<file path="config.mk">
export PLATFORM = sky130hd
export DESIGN_NAME = useq_branch_sequencer
export DESIGN_NICKNAME = d
export VERILOG_FILES = /design/src/rtl/useq_branch_sequencer.sv
export SDC_FILE = /design/constraint.sdc
export NUM_CORES = 1
export LEC_CHECK = 0
export CAP_MARGIN = 20
export CORE_ASPECT_RATIO = 0.9
export CORE_MARGIN = 5
export CORE_UTILIZATION = 55
export CTS_CLUSTER_SIZE = 14
export DETAILED_ROUTE_END_ITERATION = 16
export GPL_TIMING_DRIVEN = 0
export PLACE_DENSITY_LB_ADDON = 0.3
export SETUP_SLACK_MARGIN = 0.4
export SYNTH_ARGS = -nofsm -noshare
export SYNTH_HDL_FRONTEND = slang
export SYNTH_SLANG_ARGS = --single-unit
</file>
<file path="constraint.sdc">
create_clock -name USEQ_CLOCK_50 -period 3.15 [get_ports USEQ_CLOCK_50]
set_clock_uncertainty 0.15 [all_clocks]
set_input_delay 0.63 -clock USEQ_CLOCK_50 [delete_from_list [all_inputs] [get_ports USEQ_CLOCK_50]]
set_output_delay 0.63 -clock USEQ_CLOCK_50 [all_outputs]
set_load 0.02 [all_outputs]
</file>
<file path="src/rtl/useq_branch_sequencer.sv">
// Microprogram sequencer: drives the uPC from the NEXT/JUMP/BCOND/CALL/RET/HOLD ops,
// with a small return stack and a one-cycle stall when a branch meets a pending flag update.
module useq_branch_sequencer #(
  parameter int unsigned USEQ_ADDR  = 8,
  parameter int unsigned USEQ_PSR   = 4,
  parameter int unsigned USEQ_DEPTH = 4
) (
  input  logic                 USEQ_CLOCK_50,
  input  logic                 USEQ_ResetInLow_In,
  input  logic [USEQ_PSR-1:0]  USEQ_Psr_InBus,
  input  logic                 USEQ_SetCodesPending_In,
  input  logic                 USEQ_Enable_In,
  input  logic [2:0]           USEQ_Op_InBus,
  input  logic [3:0]           USEQ_Cond_InBus,
  input  logic [USEQ_ADDR-1:0] USEQ_Target_InBus,
  output logic [USEQ_ADDR-1:0] USEQ_uPC_OutBus,
  output logic                 USEQ_Taken_Out,
  output logic                 USEQ_Stall_Out,
  output logic                 USEQ_StackError_Out
);

  localparam int unsigned PW = $clog2(USEQ_DEPTH + 1);
  localparam int unsigned IW = (USEQ_DEPTH > 1) ? $clog2(USEQ_DEPTH) : 1;
  localparam logic [PW-1:0] SpFull = PW'(USEQ_DEPTH);

  typedef enum logic { ST_RUN, ST_WAIT } state_t;
  typedef enum logic [2:0] {
    OP_NEXT  = 3'b000,
    OP_JUMP  = 3'b001,
    OP_BCOND = 3'b010,
    OP_CALL  = 3'b011,
    OP_RET   = 3'b100,
    OP_HOLD  = 3'b101
  } op_t;

  state_t                 state, nextState;
  logic [USEQ_ADDR-1:0]   upc, nextUpc, upcInc, stackTop;
  logic                   taken, nextTaken, stackErr, setErr, doPush, doPop;
  logic [PW-1:0]          sp, spDec;
  logic [USEQ_ADDR-1:0]   stackMem [USEQ_DEPTH];
  logic                   flagC, flagV, flagZ, flagN, condMet;

  assign {flagC, flagV, flagZ, flagN} = USEQ_Psr_InBus[3:0];
  assign upcInc   = upc + 1'b1;
  assign spDec    = sp - 1'b1;
  assign stackTop = stackMem[spDec[IW-1:0]];

  always_comb begin
    condMet = 1'b0;
    case (USEQ_Cond_InBus)
      4'h0: condMet = flagZ;
      4'h1: condMet = !flagZ;
      4'h2: condMet = flagC;
      4'h3: condMet = !flagC;
      4'h4: condMet = flagN;
      4'h5: condMet = !flagN;
      4'h6: condMet = flagV;
      4'h7: condMet = !flagV;
      4'h8: condMet = flagC & !flagZ;
      4'h9: condMet = !flagC | flagZ;
      4'hA: condMet = (flagN == flagV);
      4'hB: condMet = (flagN != flagV);
      4'hC: condMet = !flagZ & (flagN == flagV);
      4'hD: condMet = flagZ | (flagN != flagV);
      4'hE: condMet = 1'b1;
      default: condMet = 1'b0;
    endcase
  end

  always_comb begin
    nextState = state;
    nextUpc   = upc;
    nextTaken = 1'b0;
    doPush    = 1'b0;
    doPop     = 1'b0;
    setErr    = 1'b0;
    if (USEQ_Enable_In) begin
      nextState = ST_RUN;
      case (USEQ_Op_InBus)
        OP_JUMP: begin
          nextUpc   = USEQ_Target_InBus;
          nextTaken = 1'b1;
        end
        OP_BCOND: begin
          // In WAIT the flags have settled, so the pending strobe is ignored.
          if (state == ST_RUN && USEQ_SetCodesPending_In) begin
            nextState = ST_WAIT;
          end else if (condMet) begin
            nextUpc   = USEQ_Target_InBus;
            nextTaken = 1'b1;
          end else begin
            nextUpc = upcInc;
          end
        end
        OP_CALL: begin
          if (sp != SpFull) begin
            doPush    = 1'b1;
            nextUpc   = USEQ_Target_InBus;
            nextTaken = 1'b1;
          end else begin
            setErr  = 1'b1;
            nextUpc = upcInc;
          end
        end
        OP_RET: begin
          if (sp != '0) begin
            doPop     = 1'b1;
            nextUpc   = stackTop;
            nextTaken = 1'b1;
          end else begin
            setErr  = 1'b1;
            nextUpc = upcInc;
          end
        end
        OP_HOLD: nextUpc = upc;
        default: nextUpc = upcInc;
      endcase
    end
  end

  always_ff @(posedge USEQ_CLOCK_50 or negedge USEQ_ResetInLow_In) begin
    if (!USEQ_ResetInLow_In) begin
      state    <= ST_RUN;
      upc      <= '0;
      taken    <= 1'b0;
      stackErr <= 1'b0;
      sp       <= '0;
    end else begin
      state <= nextState;
      upc   <= nextUpc;
      taken <= nextTaken;
      if (setErr) stackErr <= 1'b1;
      if (doPush)     sp <= sp + 1'b1;
      else if (doPop) sp <= spDec;
    end
  end

  always_ff @(posedge USEQ_CLOCK_50) begin
    if (doPush) stackMem[sp[IW-1:0]] <= upcInc;
  end

  assign USEQ_uPC_OutBus     = upc;
  assign USEQ_Taken_Out      = taken;
  assign USEQ_Stall_Out      = (state == ST_WAIT);
  assign USEQ_StackError_Out = stackErr;

endmodule
</file>
==> summary.txt, run 1 <==
Timing
  – Transition time at the pin with the least slew margin: approximately 700 ps
  – Fmax: ~0.37 GHz
  – Fin crit period: around 2700 ps
  – Worst relative slew slack: 0.542
  – Unrepaired setup endpoints after global routing: yes
  – Fraction of the cycle the final worst path needs: 0.857
  – Final Setup Violations: 0
  – Worst setup margin: between 400 and 500 ps
  – Final Hold Fails: 0
  – Max-slew violation total from the final report: 0

Worst setup path
  – Largest fanout on the critical path: 6
  – Worst setup SP type: input pin
  – Endpoint type of the worst setup path: register
  – Data arrival time of the worst path: ~2700 ps
  – Crit Path Category: input pin to register
  – Required time of the critical path: between 3000 and 4000 ps

Drt
  – Remaining antenna violation count after routing: 0
  – 1st-pass router iterations: 5
  – Average wire length per cell after detail routing: 18.6 um
  – Average via count per standard cell: 6.11
  – Post-route DRC: 0
  – Via count: a little over 2000
  – Detailed Route Iter0 Violations: around 300
  – Detailed Route WL: approximately 6200 um

Finish
  – Area Overhead vs Synth: 23.4%
  – Inserted Diodes: 0
  – Net total in the final layout: 302
  – Fraction of final layout cells sized beyond drive strength 1: 0.168
  – Design Area, Final: roughly 3300 um2

Synth
  – Count of flip-flops with a built-in enable after synthesis: 32
  – Synth Net Count: 259
  – Library cell with the highest instance count after synthesis: sky130_fd_sc_hd__edfxtp_1
  – Post-synthesis cell count: 229
  – Portion of synthesized cell area occupied by the leading cell type: 0.364
  – Mean post-synth cell area: around 12 um2
  – Asr flop ratio synth: 0.304
  – Most instantiated cells after synthesis: sky130_fd_sc_hd__edfxtp_1 (32), sky130_fd_sc_hd__nor2_1 (15), sky130_fd_sc_hd__dfrtp_1 (14), sky130_fd_sc_hd__inv_1 (14), sky130_fd_sc_hd__o21ai_0 (12)
  – Count of warnings emitted by yosys: 0
  – Count of cell types in the netlist: 54
  – Post-Synthesis Cell Area: roughly 2600 um2
  – Cells taking the most area after synthesis: sky130_fd_sc_hd__edfxtp_1 (36%), sky130_fd_sc_hd__dfrtp_1 (13%), sky130_fd_sc_hd__mux4_2 (6.8%), sky130_fd_sc_hd__ha_1 (3.3%), sky130_fd_sc_hd__nand2b_1 (2.4%)
  – Share of the yosys chip area belonging to registers: 0.497
  – Commonest register cell after synthesis: sky130_fd_sc_hd__edfxtp_1
  – FF+latch count, synth: between 40 and 50
  – Biggest area consumer among synthesized cells: sky130_fd_sc_hd__edfxtp_1

Floorplanning
  – Starting utilization of the core area: 0.580
  – I/O pin count: 34
  – Floorplan core area: between 4000 and 5000 um2
  – Die outline area: approximately 6300 um2
  – Die height: 75.7 um
  – Die width: 83.0 um
  – Row Count: 23

Clocking
  – Number of hold buffers added after CTS: 0
  – Number of CTS-inserted buffers: 5
  – Bufs on Longest Clock Path: 2
  – H-tree Lvls: 2
  – Source-to-sink clock delay at the later pin of the worst-skew pair: about 300 ps
  – CTS clock-pin slew for the worst setup and hold paths: about 90 ps
  – CTS root buf: sky130_fd_sc_hd__clkbuf_8
  – Count of clock tree sinks: 46
  – TritonCTS clock tree: yes

Global route
  – GR Overflow Total: 0
  – Total GRT Usage: 0.205
  – Antenna violations before repair: 0
  – Via count of the first global-routing pass: ~2000
  – Wire length of the first global-routing pass: 9920 um
  – Largest net degree at the start of global routing: 15

Pwr
  – Power per cell area: between 700 and 800 nW/um2
  – Worst voltage drop across the vdd grid: about 420 uV
  – Static Leakage: about 0.0012 uW

Place
  – Port buffer count: 30
  – Total placed instance area: ~3000 um2
  – RD Place Congestion: just under 0.9
  – Post-detail-place hpwl: between 4000 and 5000 um
  – Placement-stage worst setup slack: -86.9 ps

Status
  – Outcome: finished, final reports clean

Hold path
  – Worst min-delay path category: register to register

Job
  – Number of max-cap violations: 0
## cell usage in the layout (no fill, tap or decap), types with 3 or more instances in the layout
cell type,instances
sky130_fd_sc_hd__clkdlybuf4s50_1,29
sky130_fd_sc_hd__a221oi_1,5
sky130_fd_sc_hd__and3_1,3
sky130_fd_sc_hd__nand2b_1,10
sky130_fd_sc_hd__nand2_1,7
sky130_fd_sc_hd__o21ai_0,12
sky130_fd_sc_hd__xnor2_1,5
sky130_fd_sc_hd__a31oi_1,4
sky130_fd_sc_hd__nand3b_1,5
sky130_fd_sc_hd__nor2_1,14
sky130_fd_sc_hd__ha_1,7
sky130_fd_sc_hd__edfxtp_1,32
sky130_fd_sc_hd__nor3_1,6
sky130_fd_sc_hd__buf_2,4
sky130_fd_sc_hd__dfrtp_1,14
sky130_fd_sc_hd__and2_2,3
sky130_fd_sc_hd__inv_1,14
sky130_fd_sc_hd__o221ai_1,5
sky130_fd_sc_hd__nand3_1,8
sky130_fd_sc_hd__a21oi_1,11
sky130_fd_sc_hd__o21ai_1,3
sky130_fd_sc_hd__clkbuf_8,5
sky130_fd_sc_hd__buf_4,8
sky130_fd_sc_hd__mux4_2,8
sky130_fd_sc_hd__xor2_1,4
## routing by layer
metal / track usage / up-vias / routed length [um]
li1: - / 970 / -
met1: 0.280 / 972 / 2680
met2: 0.333 / 95 / 2930
met3: 0.0476 / 10 / 526
met4: 0.0617 / 0 / 81
met5: 0 / - / 0
## worst max-delay path, stage by stage
cell and delay, ps:
sky130_fd_sc_hd__clkdlybuf4s50_1 620, sky130_fd_sc_hd__xnor2_1 160, sky130_fd_sc_hd__nor2_1 60, sky130_fd_sc_hd__o21ai_1 370, sky130_fd_sc_hd__nand4_1 240, sky130_fd_sc_hd__or4_1 560, sky130_fd_sc_hd__o311ai_1 110
## where the power goes
part           internal, uW  total (uW)  switching (uW)
registers               805         899            93.6
clock network           237         433             196
logic                   436         998             562
total                  1480        2330             852
## final timing paths
kind                                                       from                         endpoint  slack, ps  cells past startpoint
worst max-delay path                         USEQ_Cond_InBus[0]   USEQ_uPC_OutBus[6]$_DFFE_PN0P_        450                      7
min in group asynchronous                    USEQ_ResetInLow_In  USEQ_StackError_Out$_DFFE_PN0P_        590                      1
worst min register to register  USEQ_StackError_Out$_DFFE_PN0P_  USEQ_StackError_Out$_DFFE_PN0P_        350                      1
worst min-delay path            USEQ_StackError_Out$_DFFE_PN0P_  USEQ_StackError_Out$_DFFE_PN0P_        350                      1
max in group asynchronous                    USEQ_ResetInLow_In   USEQ_uPC_OutBus[4]$_DFFE_PN0P_       1830                      1
worst max register to register                sp[0]$_DFFE_PN0P_   USEQ_uPC_OutBus[2]$_DFFE_PN0P_        510                      9
## repair_timing
| action | CTS | global route |
|---|---|---|
| setup buffers | 0 | 5 |
| setup endpoints to repair | 40 | 40 |
| resized for setup | 9 | 13 |
| pin swaps | 0 | 3 |
## cells by family (layout without fill, tap and decap cells)
group / after synthesis / count (layout) / share of synthesized area
AND/OR/NAND/NOR: 72 / 72 / 0.159
AO/OA/AOI/OAI: 62 / 62 / 0.166
flip-flops: 46 / 46 / 0.497
buffers and inverters: 24 / 68 / 0.0422
XOR/XNOR: 9 / 9 / 0.0299
multiplexers: 9 / 9 / 0.0721
adder cells (fa/ha/maj): 7 / 7 / 0.0332
## area by class of cell
type / instances / area, um2
clock inverters: 2 / 37.5
multi-input cells: 159 / 1280
well taps: 62 / 77.6
inverters: 14 / 52.6
flip-flops and latches: 46 / 1310
repair buffers: 36 / 348
fillers: 356 / 1290
plain buffers: 10 / 68.8
clock buffers: 6 / 72.6
## registers in the layout (all words and copies together), names as in the netlist
name and cells:
USEQ_Stall_Out 1, USEQ_Taken_Out 1, USEQ_uPC_OutBus 8, USEQ_StackError_Out 1
stackMem 32, sp 3
## per-stage QoR
step                      cells  hold slack, ps  setup TNS [ps]  utilization  power [uW]
after CTS                   330             350               0        0.696        2290
after global routing        335             374               0        0.715        2460
after floorplan             229             184               0            -        1520
after detailed placement    322             326            -149        0.666        1850
final                       335             350               0        0.715        2330
after global placement      321             317           -2660        0.663        1820
(Power assumes the default switching activity.)
==> inputs of run 2 (changes only) <==
--- a/config.mk
+++ b/config.mk
@@ -5,10 +5,12 @@
 export SDC_FILE = /design/constraint.sdc
 export NUM_CORES = 1
 export LEC_CHECK = 0
+export ABC_CLOCK_PERIOD_IN_PS = 3150
 export CAP_MARGIN = 20
 export CORE_ASPECT_RATIO = 0.9
 export CORE_MARGIN = 5
 export CORE_UTILIZATION = 55
+export CTS_CLUSTER_DIAMETER = 150
 export CTS_CLUSTER_SIZE = 14
 export DETAILED_ROUTE_END_ITERATION = 16
 export GPL_TIMING_DRIVEN = 0
==> results of run 2 <==
Same layout as run 1: the final DEF is identical, and so are final timing and power.
